## src/rtl/noc_path_computation_if.sv

```systemverilog
// Handshake bundle for the hypercube router-ingress path computation stage.
// master drives packets and output readies; slave is the routing stage.
interface noc_path_computation_if #(
  parameter int ADDR_W = 4,
  parameter int DATA_W = 7
);
  localparam int FLIT_W = ADDR_W + DATA_W;
  localparam int RW     = $clog2(ADDR_W);

  logic              in_valid;
  logic              in_ready;
  logic [ADDR_W-1:0] in_addr;
  logic [DATA_W-1:0] in_data;
  logic              core_valid;
  logic              core_ready;
  logic [FLIT_W-1:0] core_flit;
  logic [ADDR_W-1:0] rtr_valid;
  logic [ADDR_W-1:0] rtr_ready;
  logic [FLIT_W-1:0] rtr_flit;
  logic              out_core;
  logic [RW-1:0]     out_router;

  modport master (
    output in_valid, in_addr, in_data,
    output core_ready, rtr_ready,
    input  in_ready, core_valid, core_flit,
    input  rtr_valid, rtr_flit,
    input  out_core, out_router
  );

  modport slave (
    input  in_valid, in_addr, in_data,
    input  core_ready, rtr_ready,
    output in_ready, core_valid, core_flit,
    output rtr_valid, rtr_flit,
    output out_core, out_router
  );
endinterface

```

## src/rtl/noc_path_computation.sv

```systemverilog
// Single-entry routing stage: dimension-order port select per packet.
// Optional delivered-flit counters enabled by PC_STATS_EN.
module noc_path_computation #(
  parameter int              ADDR_W    = 4,
  parameter int              DATA_W    = 7,
  parameter logic [ADDR_W-1:0] NODE_ADDR = '0
) (
  input  logic clk,
  input  logic reset,
  noc_path_computation_if.slave bus
`ifdef PC_STATS_EN
  ,
  output logic [15:0]          stat_core,
  output logic [ADDR_W*16-1:0] stat_rtr
`endif
);
  localparam int FLIT_W = ADDR_W + DATA_W;
  localparam int RW     = $clog2(ADDR_W);

  typedef enum logic {EMPTY, FULL} state_t;

  state_t            state;
  state_t            state_nx;
  logic [FLIT_W-1:0] flit_q;
  logic              core_q;
  logic [RW-1:0]     port_q;
  logic [ADDR_W-1:0] diff;
  logic              route_core;
  logic [RW-1:0]     route_port;
  logic              full;
  logic              dest_accept;
  logic              accept;

  assign full        = (state == FULL);
  assign dest_accept = core_q ? bus.core_ready
                              : bus.rtr_ready[port_q];
  assign bus.in_ready = !full || dest_accept;
  assign accept      = bus.in_valid && bus.in_ready;

  assign diff       = bus.in_addr ^ NODE_ADDR;
  assign route_core = (diff == '0);

  // lowest differing dimension wins
  always_comb begin
    route_port = '0;
    for (int i = ADDR_W - 1; i >= 0; i--) begin
      if (diff[i]) route_port = RW'(i);
    end
  end

  always_comb begin
    state_nx = state;
    unique case (state)
      EMPTY: if (accept) state_nx = FULL;
      FULL:  if (dest_accept && !bus.in_valid)
               state_nx = EMPTY;
    endcase
  end

  always_ff @(posedge clk or posedge reset) begin
    if (reset) state <= EMPTY;
    else       state <= state_nx;
  end

  always_ff @(posedge clk or posedge reset) begin
    if (reset) begin
      flit_q <= '0;
      core_q <= 1'b0;
      port_q <= '0;
    end else if (accept) begin
      flit_q <= {bus.in_addr, bus.in_data};
      core_q <= route_core;
      port_q <= route_core ? '0 : route_port;
    end
  end

  assign bus.core_valid = full && core_q;
  assign bus.rtr_valid  = (full && !core_q)
                        ? (ADDR_W'(1) << port_q) : '0;
  assign bus.core_flit  = flit_q;
  assign bus.rtr_flit   = flit_q;
  assign bus.out_core   = core_q;
  assign bus.out_router = port_q;

`ifdef PC_STATS_EN
  always_ff @(posedge clk or posedge reset) begin
    if (reset)
      stat_core <= '0;
    else if (bus.core_valid && bus.core_ready
             && stat_core != 16'hFFFF)
      stat_core <= stat_core + 16'd1;
  end

  for (genvar k = 0; k < ADDR_W; k++) begin : g_stat
    logic [15:0] cnt;
    always_ff @(posedge clk or posedge reset) begin
      if (reset)
        cnt <= '0;
      else if (bus.rtr_valid[k] && bus.rtr_ready[k]
               && cnt != 16'hFFFF)
        cnt <= cnt + 16'd1;
    end
    assign stat_rtr[k*16 +: 16] = cnt;
  end
`endif
endmodule

```

## src/flat_wrapper.sv

```systemverilog
// flat-port wrapper written by rule: the top's interface ports become plain ports
module noc_path_computation_flat 
#(
  parameter int              ADDR_W    = 4,
  parameter int              DATA_W    = 7,
  parameter logic [ADDR_W-1:0] NODE_ADDR = '0
)
  (clk, reset, bus_in_valid, bus_in_addr, bus_in_data, bus_core_ready, bus_rtr_ready, bus_in_ready, bus_core_valid, bus_core_flit, bus_rtr_valid, bus_rtr_flit, bus_out_core, bus_out_router);
  noc_path_computation_if #(.ADDR_W(ADDR_W), .DATA_W(DATA_W)) bus_i ();
  input  logic clk;
  input  logic reset;
  input wire logic [$bits(bus_i.in_valid)-1:0] bus_in_valid;
  input wire logic [$bits(bus_i.in_addr)-1:0] bus_in_addr;
  input wire logic [$bits(bus_i.in_data)-1:0] bus_in_data;
  input wire logic [$bits(bus_i.core_ready)-1:0] bus_core_ready;
  input wire logic [$bits(bus_i.rtr_ready)-1:0] bus_rtr_ready;
  output wire logic [$bits(bus_i.in_ready)-1:0] bus_in_ready;
  output wire logic [$bits(bus_i.core_valid)-1:0] bus_core_valid;
  output wire logic [$bits(bus_i.core_flit)-1:0] bus_core_flit;
  output wire logic [$bits(bus_i.rtr_valid)-1:0] bus_rtr_valid;
  output wire logic [$bits(bus_i.rtr_flit)-1:0] bus_rtr_flit;
  output wire logic [$bits(bus_i.out_core)-1:0] bus_out_core;
  output wire logic [$bits(bus_i.out_router)-1:0] bus_out_router;
  assign bus_i.in_valid = bus_in_valid;
  assign bus_i.in_addr = bus_in_addr;
  assign bus_i.in_data = bus_in_data;
  assign bus_i.core_ready = bus_core_ready;
  assign bus_i.rtr_ready = bus_rtr_ready;
  assign bus_in_ready = bus_i.in_ready;
  assign bus_core_valid = bus_i.core_valid;
  assign bus_core_flit = bus_i.core_flit;
  assign bus_rtr_valid = bus_i.rtr_valid;
  assign bus_rtr_flit = bus_i.rtr_flit;
  assign bus_out_core = bus_i.out_core;
  assign bus_out_router = bus_i.out_router;
  noc_path_computation #(.ADDR_W(ADDR_W), .DATA_W(DATA_W), .NODE_ADDR(NODE_ADDR)) u_core (.clk(clk), .reset(reset), .bus(bus_i));
endmodule
```

## config.mk

```make
export PLATFORM = sky130hd
export DESIGN_NAME = noc_path_computation_flat
export DESIGN_NICKNAME = d
export VERILOG_FILES = /design/src/rtl/noc_path_computation_if.sv /design/src/rtl/noc_path_computation.sv /design/src/flat_wrapper.sv
export SDC_FILE = /design/constraint.sdc
export NUM_CORES = 1
export LEC_CHECK = 0
export BUFFER_PORTS_ARGS = -buffer_cell sky130_fd_sc_hd__buf_4
export CAP_MARGIN = 20
export CORE_MARGIN = 2
export CORE_UTILIZATION = 42
export DETAILED_ROUTE_END_ITERATION = 10
export PLACE_DENSITY = 0.78
export SYNTH_ARGS = -nofsm -noshare
export SYNTH_HDL_FRONTEND = slang
export SYNTH_SLANG_ARGS = --single-unit
```

## constraint.sdc

```tcl
create_clock -name clk -period 2.16 [get_ports clk]
set_input_delay 0.216 -clock clk [delete_from_list [all_inputs] [get_ports clk]]
set_output_delay 0.216 -clock clk [all_outputs]
set_load 0.01 [all_outputs]
```

==> results.tsv, run 1 <==
stage	metric	value	unit
critical_path	cell chain of the critical path	or3b_4 > o22ai_4 > nor3b_4 > buf_4 > mux2_4	
clocking	Clock Pin Slew Worst Setup and Hold Paths	90	ps
critical_path	CP Launch Type	flop	
timing	clk_skew	3.11	ps
route	DRT iter0 DRCs	3	
synthesis	Ys Warns	0	
cells_and_area	Nets	126	
power_and_ir_drop	Comb power frac	54.8	%
clocking	CTS Buf Count	3	
floorplanning	Die Ht	48.3	um
global_routing	GR Util All Layers	14.2	%
floorplanning	core footprint	1900	um^2
job	max_cap viols	0	
global_routing	largest net degree at the start of global routing	16	
critical_path	CP Capture Type	flop	
global_routing	initial antenna violation count	0	
route	drt total wl	1690	um
clocking	maximum buffer depth of the clock tree	2	
cells_and_area	share of cells above drive strength 1	68.9	%
synthesis	syn_nets	82	
placed_design	Final GP Congestion	0.743	
outcome	status	complete, no violations	
global_routing	first-pass GRT wire length	2210	um
synthesis	Yosys top cell area share	45.6	%
power_and_ir_drop	Power Dens Cells	1190	nW/um^2
timing	Hold Violations, Final	0	
power_and_ir_drop	switching share of power	34.5	%
clocking	CTS tree	done	
timing	Worst-Margin Slew	563	ps
clocking	# hold bufs at CTS	1	
power_and_ir_drop	VDD IR-drop max	572	uV
timing	minimum clock period	1790	ps
global_routing	gr ovfl total	0	
critical_path	CP Max Fanout	14	
timing	final setup fails	0	
floorplanning	initial core utilization	43.3	%
cells_and_area	Area Growth Syn to Fin	41.8	%
clocking	CTS sink cnt	15	
timing	final worst-path cycle share	83.1	%
critical_path	WP data arrival	1970	ps
synthesis	Seq/Total Area, Yosys	45.6	%
power_and_ir_drop	clock power share	11.4	%
floorplanning	DIE AREA	2330	um^2
route	wire length per cell	12.7	um
cells_and_area	n_diodes	0	
synthesis	Yosys cell types	18	
timing	setup TNS	0	ps
timing	Final Hold Slack	142	ps
route	DRC errors left	0	
clocking	Clock Latency Late Sink	280	ps
power_and_ir_drop	switching pwr	479	uW
floorplanning	IO Pins	50	
synthesis	top cells by area, synth	dfrtp_1 46%, mux2_4 16%, buf_4 10%	
synthesis	top cell type by total area after synthesis	dfrtp_1	
power_and_ir_drop	Total Power	1.39	mW
critical_path	Crit-path slowest cell	or3b_4	
placed_design	IO Port Bufs	49	
clocking	clock root buffer	clkbuf_4	
clocking	Post CTS Setup Buffer Count	0	
synthesis	Synth Register Bits	15	
critical_path	Critical Setup Path Class	reg -> reg	
route	Final ANT Viol Nets	0	
clocking	H-tree depth	1	
critical_path	crit path buf inv count	1	
route	Via-to-Cell Ratio	4.59	
global_routing	vias in the first global route	537	
floorplanning	Core Rows	16	
timing	max-slew violation count	0	
synthesis	Cell Area, Synth	823	um^2
power_and_ir_drop	internal power	911	uW
route	DRT Pass-1 Iters	4	
worst_hold_path	HP Class	in -> reg	
synthesis	Post-Syn Instances	63	
clocking	number of gates resized after CTS	0	
critical_path	Max stage delay on crit path	440	ps
power_and_ir_drop	Seq pwr share	33.8	%
critical_path	CP required	2330	ps
power_and_ir_drop	Leakage	0.600	nW
synthesis	Avg Cell Area, Syn	13.1	um^2
timing	RSZ-0062 raised after global routing	no	
timing	Max Clock Freq	557	MHz
critical_path	Top Family by Delay on Critical Path	simple AND/OR/NAND/NOR gates	
floorplanning	Die Wd	48.3	um
timing	Slew headroom	62.4	%
route	via count	610	
[cell type report]
type	instances	area, um^2
clock buffer	3	22.5
clock inverter	1	5.00
fill	163	734
inverter	3	11.3
multi-input combinational	33	334
sequential	15	375
tap	27	33.8
timing repair buffer	51	385
[cells in the final DEF (no fill, tap or decap)]
cell type	netlist	final
buf_4	11	50
o22ai_4	1	1
dfrtp_1	15	15
clkbuf_4	0	3
or3_2	1	1
dlygate4sd3_1	0	1
nand3b_1	1	1
clkinv_2	0	1
nor4_1	1	1
mux2_4	9	9
nor2_1	7	7
and2_1	1	1
or3b_4	1	1
mux2i_1	1	1
mux2_2	6	6
nor3b_4	1	1
a21oi_1	1	1
inv_1	3	3
and2b_1	1	1
o21ai_0	1	1
[worst paths after layout]
kind	from	end	slack [ps]	cells past startpoint
max in group asynchronous	reset	u_core.bus.core_flit[5]	1230	3
worst min-delay path	bus_in_valid	u_core.full	140	2
worst min register to register	u_core.bus.core_flit[6]	u_core.bus.core_flit[6]	540	1
min in group asynchronous	reset	u_core.bus.core_flit[4]	560	3
worst max register to register	u_core.bus.out_router[0]	u_core.bus.core_flit[9]	370	5
worst max-delay path	u_core.bus.out_router[0]	u_core.bus.core_flit[9]	370	5
[cells by family (layout without fill, tap and decap cells)]
kind of cell           count (synthesis)  after routing  share of synthesized area [%]
buffers and inverters                 15             58                           13.8
AND/OR/NAND/NOR                       14             14                           11.1
AO/OA/AOI/OAI                          3              3                           3.65
multiplexers                          16             16                           25.8
flip-flops                            15             15                           45.6
[power groups by stage]
stage	Clock (mW)	Combinational, mW	Sequential, mW
2_1_floorplan	0	0.470	0.509
3_3_place_gp	0	0.755	0.472
3_5_place_dp	0	0.768	0.480
4_1_cts	0.167	0.771	0.475
5_1_grt	0.178	0.828	0.490
6_report	0.159	0.762	0.470
[sequential cells by signal, indices dropped and copies added (netlist names)]
signal / count
u_core.bus.core_flit: 11
u_core.bus.out_router: 2
u_core.full: 1
u_core.bus.out_core: 1
[worst reg2reg max path: cells and delay by family (launching register included)]
family                 cells  cell delay, ps
muxes                      1             320
buffers and inverters      1             210
and+or+nand+nor            2             500
DFF                        1             420
AOI/OAI and AO/OA          1             230
[metrics by stage]
stage | setup WS (ps) | std cells | instance area (um^2) | utilization [%]
2_1_floorplan | 414 | 63 | 823 | -
3_3_place_gp | 423 | 128 | 1130 | 59.4
3_5_place_dp | 365 | 128 | 1130 | 59.4
4_1_cts | 339 | 133 | 1170 | 61.4
5_1_grt | 285 | 133 | 1170 | 61.4
6_report | 365 | 133 | 1170 | 61.4
[cell usage after synthesis]
| master | instances |
|---|---|
| or3_2 | 1 |
| o22ai_4 | 1 |
| dfrtp_1 | 15 |
| inv_1 | 3 |
| nor3b_4 | 1 |
| buf_4 | 11 |
| mux2_4 | 9 |
| nor2_1 | 7 |
| and2_1 | 1 |
| buf_12 | 1 |
| nand3b_1 | 1 |
| or3b_4 | 1 |
| and2b_1 | 1 |
| o21ai_0 | 1 |
| nor4_1 | 1 |
| mux2_2 | 6 |
| mux2i_1 | 1 |
| a21oi_1 | 1 |
[metal layers]
| layer | GRT usage, % | vias up | routed length, um |
|---|---|---|---|
| li1 | - | 289 | - |
| met1 | 15.2 | 291 | 654 |
| met2 | 26.1 | 28 | 896 |
| met3 | 2.22 | 2 | 125 |
| met4 | 8.11 | 0 | 18 |
| met5 | 0 | - | 0 |
(Power assumes the default switching activity.)
==> run 2: changes to the inputs <==
==> constraint.sdc (replaced) <==
create_clock -name clk -period 1.82 [get_ports clk]
set_input_delay 0.182 -clock clk [delete_from_list [all_inputs] [get_ports clk]]
set_output_delay 0.182 -clock clk [all_outputs]
set_load 0.01 [all_outputs]
==> run 2 against run 1 <==
  * First-iteration DRC count is 33% higher
  * Count of clock-buffer cells in the layout stayed put
  * Clock skew is 5.7 ps higher
  * Cell count is 6.8% higher
  * Setup slack worse by 290 ps
  * Global-route usage is 0.61 points lower
  * Fmax is 3.0% higher
  * Non-clock buffer count is 9 higher
  * Power is 26% higher
  * Sequential share of layout area is 2.1 points lower
  * Via count is 4.6% higher
  * Critical endpoint is now u_core.bus.out_core
  * Largest power group unchanged
==> results.tsv, run 2 (synthesized netlist as in run 1, its figures left out) <==
stage	metric	value	unit	change
outcome	status	complete, no violations		
floorplanning	IO Pins	50		unchanged
power_and_ir_drop	VDD IR-drop max	775	uV	+36%
cells_and_area	share of cells above drive strength 1	71.3	%	+2.4 points
critical_path	CP required	1990	ps	-340 ps
floorplanning	initial core utilization	43.3	%	unchanged
timing	Final WS setup	77.0	ps	-288 ps
timing	minimum clock period	1740	ps	-51.7 ps
clocking	Clock Pin Slew Worst Setup and Hold Paths	90	ps	about the same
timing	final worst-path cycle share	95.8	%	+13 points
route	via count	638		+4.6%
cells_and_area	max reg flops	11		unchanged
floorplanning	core footprint	1900	um^2	unchanged
power_and_ir_drop	switching pwr	584	uW	+22%
clocking	CTS sink cnt	15		unchanged
power_and_ir_drop	clock power share	10.9	%	-0.5 points
cells_and_area	Area Growth Syn to Fin	51.5	%	
placed_design	IO Port Bufs	49		unchanged
global_routing	initial antenna violation count	0		unchanged
clocking	maximum buffer depth of the clock tree	2		unchanged
placed_design	Final GP Congestion	0.705		-5.1%
clocking	CTS tree	done		
clocking	number of gates resized after CTS	0		unchanged
cells_and_area	Post-Route Utilization	65.6	%	+4.2 points
global_routing	vias in the first global route	535		-0.37%
route	DRC errors left	0		unchanged
route	DRT Pass-1 Iters	2		-2
timing	setup TNS	0	ps	unchanged
floorplanning	Die Wd	48.3	um	unchanged
global_routing	gr ovfl total	0		unchanged
clocking	Clock Latency Late Sink	280	ps	about the same
placed_design	placed inst area	1180	um^2	+4.7%
global_routing	first-pass GRT wire length	2150	um	-2.5%
cells_and_area	Layout Cells excl Fill	142		+6.8%
timing	Worst-Margin Slew	563	ps	+0.00602 ps
route	Via-to-Cell Ratio	4.49		-2.0%
clocking	CTS Buf Count	3		unchanged
route	drt total wl	1680	um	-0.71%
global_routing	GR Util All Layers	13.6	%	-0.61 points
timing	Final Hold Slack	112	ps	-29.9 ps
timing	Max Clock Freq	574	MHz	+3.0%
power_and_ir_drop	internal power	1.16	mW	+27%
timing	Slew headroom	62.4	%	about the same
power_and_ir_drop	Leakage	0.650	nW	+8.3%
clocking	H-tree depth	1		unchanged
critical_path	Critical Setup Path Class	reg -> reg		
critical_path	CP Capture Type	flop		
placed_design	Post-Place Worst Slack	-216	ps	-581 ps
floorplanning	Die Ht	48.3	um	unchanged
power_and_ir_drop	Total Power	1.74	mW	+26%
power_and_ir_drop	switching share of power	33.5	%	-0.98 points
route	DRT iter0 DRCs	4		+1
global_routing	largest net degree at the start of global routing	16		unchanged
cells_and_area	Nets	135		+7.1%
timing	max-slew violation count	0		unchanged
power_and_ir_drop	Seq pwr share	31.4	%	-2.4 points
timing	final setup fails	0		unchanged
clocking	clock root buffer	clkbuf_4		
floorplanning	DIE AREA	2330	um^2	unchanged
route	Final ANT Viol Nets	0		unchanged
critical_path	CP Launch Type	flop		
cells_and_area	Final Cell Area	1250	um^2	+6.9%
route	wire length per cell	11.8	um	-7.0%
cells_and_area	most common cell after layout, fill and taps aside	buf_4		
power_and_ir_drop	Power Dens Cells	1400	nW/um^2	+17%
timing	RSZ-0062 raised after global routing	no		
timing	Hold Violations, Final	0		unchanged
floorplanning	Core Rows	16		unchanged
cells_and_area	commonest non-fill, non-tap cells in the layout	58 x buf_4, 15 x dfrtp_1, 9 x mux2_4		
timing	clk_skew	8.86	ps	+5.75 ps
critical_path	WP data arrival	1910	ps	-60 ps
critical_path	CP Max Fanout	14		unchanged
power_and_ir_drop	Comb power frac	57.7	%	+2.9 points
worst_hold_path	HP Class	in -> reg		
placed_design	placed insts	135		+5.5%
job	max_cap viols	0		unchanged
cells_and_area	n_diodes	0		unchanged
-- run 2: changes by cell type in the layout (fill, tap and decap cells not counted), sizes merged --
cell,delta
buf,+9
-- run 2: repair_timing --
action | in CTS | in global routing
endpoints found under the hold margin | 15 | 0
setup endpoints to repair | 15 | 0
hold buffers | 1 | 0
buffers inserted | 2 | 0
-- run 2: worst max-delay path, cell delays in order (launching register included) --
cell	delay, ps
dfrtp_1	410
mux2_2	260
o22ai_4	80
buf_4	150
nor3b_4	220
buf_12	180
mux2_2	340
-- run 2: power groups by stage --
stage          combinational [mW]  clock [mW]  sequential [mW]
2_1_floorplan               0.557           0            0.604
3_3_place_gp                0.961           0            0.552
3_5_place_dp                0.981           0            0.557
4_1_cts                      1.02       0.195            0.551
5_1_grt                      1.09       0.213            0.568
6_report                     1.01       0.189            0.548
-- run 2: area by class of cell --
type	count	area, um^2
Sequential cell	15	375
Clock inverter	1	5.00
Timing Repair Buffer	60	465
Inverter	3	11.3
Fill cell	159	654
Clock buffer	3	22.5
Tap cell	27	33.8
Multi-Input combinational cell	33	334
-- run 2: final timing paths --
check                                         startpoint                       to  slack [ps]  cells after the start
worst max-delay path            u_core.bus.out_router[1]      u_core.bus.out_core          80                      6
worst max register to register  u_core.bus.out_router[1]      u_core.bus.out_core          80                      6
worst min-delay path                        bus_in_valid              u_core.full         110                      2
max in group asynchronous                          reset      u_core.bus.out_core         940                      3
min in group asynchronous                          reset  u_core.bus.core_flit[3]         500                      3
worst min register to register   u_core.bus.core_flit[5]  u_core.bus.core_flit[5]         550                      1
-- run 2: layer usage --
metal | track usage [%] | wire length, um
met1 | 15.4 | 622
met2 | 24.2 | 921
met3 | 3.70 | 125
met4 | 4.86 | 12
met5 | 0 | 0
==> run 3: changes to the inputs <==
--- a/config.mk
+++ b/config.mk
@@ -10,6 +10,7 @@
 export CORE_MARGIN = 2
 export CORE_UTILIZATION = 42
 export DETAILED_ROUTE_END_ITERATION = 10
+export MAX_ROUTING_LAYER = met4
 export PLACE_DENSITY = 0.78
 export SYNTH_ARGS = -nofsm -noshare
 export SYNTH_HDL_FRONTEND = slang
==> run 3 against run 2 <==
  * Wire length increased by 0.65%
  * Clock skew rose by 0.64 ps
  * Global-route usage increased by 0.43 points
  * Design area is the same
  * Clock power is essentially flat
  * Sequential share of layout area unchanged
  * Sequential cell count is the same
  * Hold slack better by 0.67 ps
  * Register-to-register slack hardly changed
  * Critical path depth unchanged
  * Setup slack worse by 2.3 ps
==> results.tsv, run 3 (synthesized netlist as in run 1, its figures left out) <==
stage	metric	value	unit	change
worst_hold_path	Hold EP	u_core.full		
placed_design	Final GP Congestion	0.713		+1.1%
critical_path	CP required	1990	ps	about the same
placed_design	placed insts	135		unchanged
critical_path	R2R Setup Slk	70	ps	about the same
cells_and_area	share of cells above drive strength 1	71.3	%	unchanged
clocking	maximum buffer depth of the clock tree	2		unchanged
critical_path	Critical Setup Path Class	reg -> reg		
power_and_ir_drop	Power Dens Cells	1400	nW/um^2	+0.11%
floorplanning	core footprint	1900	um^2	unchanged
worst_hold_path	Hold Crit Depth	2		unchanged
clocking	CTS Buf Count	3		unchanged
timing	RSZ-0062 raised after global routing	no		
placed_design	IO Port Bufs	49		unchanged
floorplanning	Die Wd	48.3	um	unchanged
global_routing	first-pass GRT wire length	2150	um	unchanged
critical_path	Max stage delay on crit path	410	ps	about the same
critical_path	reg2reg start	u_core.bus.out_router[1]		
critical_path	reg2reg path depth	6		unchanged
route	Via-to-Cell Ratio	4.53		+0.78%
placed_design	placed inst area	1180	um^2	unchanged
critical_path	CP Capture Type	flop		
timing	Hold Violations, Final	0		unchanged
critical_path	Top cell by count, worst path	mux2_2		
clocking	Clock Latency Late Sink	280	ps	about the same
global_routing	gr ovfl total	0		unchanged
cells_and_area	Area Growth Syn to Fin	51.5	%	unchanged
cells_and_area	commonest non-fill, non-tap cells in the layout	58 x buf_4, 15 x dfrtp_1, 9 x mux2_4		
timing	minimum clock period	1750	ps	+2.28 ps
clocking	Clock Pin Slew Worst Setup and Hold Paths	80	ps	about the same
route	drt total wl	1690	um	+0.65%
cells_and_area	Post-Route Utilization	65.6	%	unchanged
cells_and_area	Nets	135		unchanged
global_routing	GR Util All Layers	14.0	%	+0.43 points
floorplanning	DIE AREA	2330	um^2	unchanged
route	DRC errors left	0		unchanged
clocking	CTS tree	done		
global_routing	initial antenna violation count	0		unchanged
critical_path	Crit-path slowest cell	dfrtp_1		
critical_path	cell chain of the critical path	mux2_2 > o22ai_4 > buf_4 > nor3b_4 > buf_12 > mux2_2		
timing	Max Clock Freq	573	MHz	-0.13%
cells_and_area	Final Cell Area	1250	um^2	unchanged
route	DRT Pass-1 Iters	4		+2
timing	final setup fails	0		unchanged
clocking	H-tree depth	1		unchanged
timing	Worst-Margin Slew	564	ps	+1.14 ps
outcome	status	complete, no violations		
power_and_ir_drop	VDD IR-drop max	781	uV	+0.67%
critical_path	r2r endpoint	u_core.bus.out_core		
cells_and_area	most common cell after layout, fill and taps aside	buf_4		
critical_path	Top Family by Delay on Critical Path	multiplexers		
global_routing	largest net degree at the start of global routing	16		unchanged
floorplanning	Die Ht	48.3	um	unchanged
worst_hold_path	Hold Startpoint	bus_in_valid		
clocking	CTS sink cnt	15		unchanged
clocking	number of gates resized after CTS	0		unchanged
floorplanning	initial core utilization	43.3	%	unchanged
floorplanning	Core Rows	16		unchanged
timing	final worst-path cycle share	95.9	%	+0.13 points
power_and_ir_drop	Leakage	0.650	nW	unchanged
critical_path	WP data arrival	1910	ps	about the same
critical_path	CP Max Fanout	14		unchanged
critical_path	CP Launch Type	flop		
cells_and_area	n_diodes	0		unchanged
route	Final ANT Viol Nets	0		unchanged
cells_and_area	max reg flops	11		unchanged
route	wire length per cell	11.9	um	+0.65%
job	max_cap viols	0		unchanged
timing	clk_skew	9.49	ps	+0.636 ps
worst_hold_path	HP Class	in -> reg		
timing	max-slew violation count	0		unchanged
route	DRT iter0 DRCs	8		+4
timing	Final Hold Slack	112	ps	+0.666 ps
clocking	clock root buffer	clkbuf_4		
global_routing	vias in the first global route	534		-0.19%
timing	Slew headroom	62.4	%	-0.076 points
floorplanning	IO Pins	50		unchanged
cells_and_area	Layout Cells excl Fill	142		unchanged
route	via count	643		+0.78%
critical_path	crit path buf inv count	2		unchanged
-- run 3: cell counts in the layout (fill, tap and decap cells not counted) --
No cell type changed its count.
-- run 3: timing repair --
action | CTS | global route
buffers inserted | 2 | 0
endpoints found under the setup margin | 15 | 0
hold endpoints to repair | 15 | 0
hold buffers | 1 | 0
-- run 3: metrics by stage --
stage / setup WS (ps) / setup TNS [ps] / power (mW)
finish: 74.8 / 0 / 1.75
global route: 8.33 / 0 / 1.87
CTS: 53.1 / 0 / 1.77
detailed placement: -216 / -2240 / 1.54
global placement: -178 / -1800 / 1.51
floorplan: 74.4 / 0 / 1.16
-- run 3: worst max path at each step --
| stage | start | to | slack (ps) | depth (start not counted) |
|---|---|---|---|---|
| floorplan | u_core.bus.out_core | u_core.bus.core_flit[0] | 70 | 5 |
| global placement | u_core.bus.out_core | u_core.bus.core_flit[6] | -180 | 4 |
| detailed placement | u_core.bus.out_core | u_core.bus.core_flit[10] | -220 | 4 |
| CTS | u_core.bus.out_router[0] | bus_in_ready | 50 | 5 |
| global route | u_core.bus.out_router[0] | bus_in_ready | 8 | 5 |
| finish | u_core.bus.out_router[1] | u_core.bus.out_core | 70 | 6 |
-- run 3: routing by layer --
| metal | share of wire [%] | global-route usage, % |
|---|---|---|
| met4 | 0 | 4.86 |
| met1 | 38 | 15.4 |
| met5 | 0 | - |
| met3 | 7.3 | 3.70 |
| met2 | 55 | 24.2 |
-- run 3: layout make-up --
cell class / instances / area (um^2)
multi-input combinational: 33 / 334
inverter: 3 / 11.3
sequential: 15 / 375
clock buffer: 3 / 22.5
clock inverter: 1 / 5.00
timing repair buffer: 60 / 465
fill: 159 / 654
tap: 27 / 33.8
-- run 3: power breakdown --
part	switching, mW	internal (mW)
Sequential	0.0934	0.454
Clock	0.108	0.0815
Combinational	0.385	0.625
Total	0.586	1.16
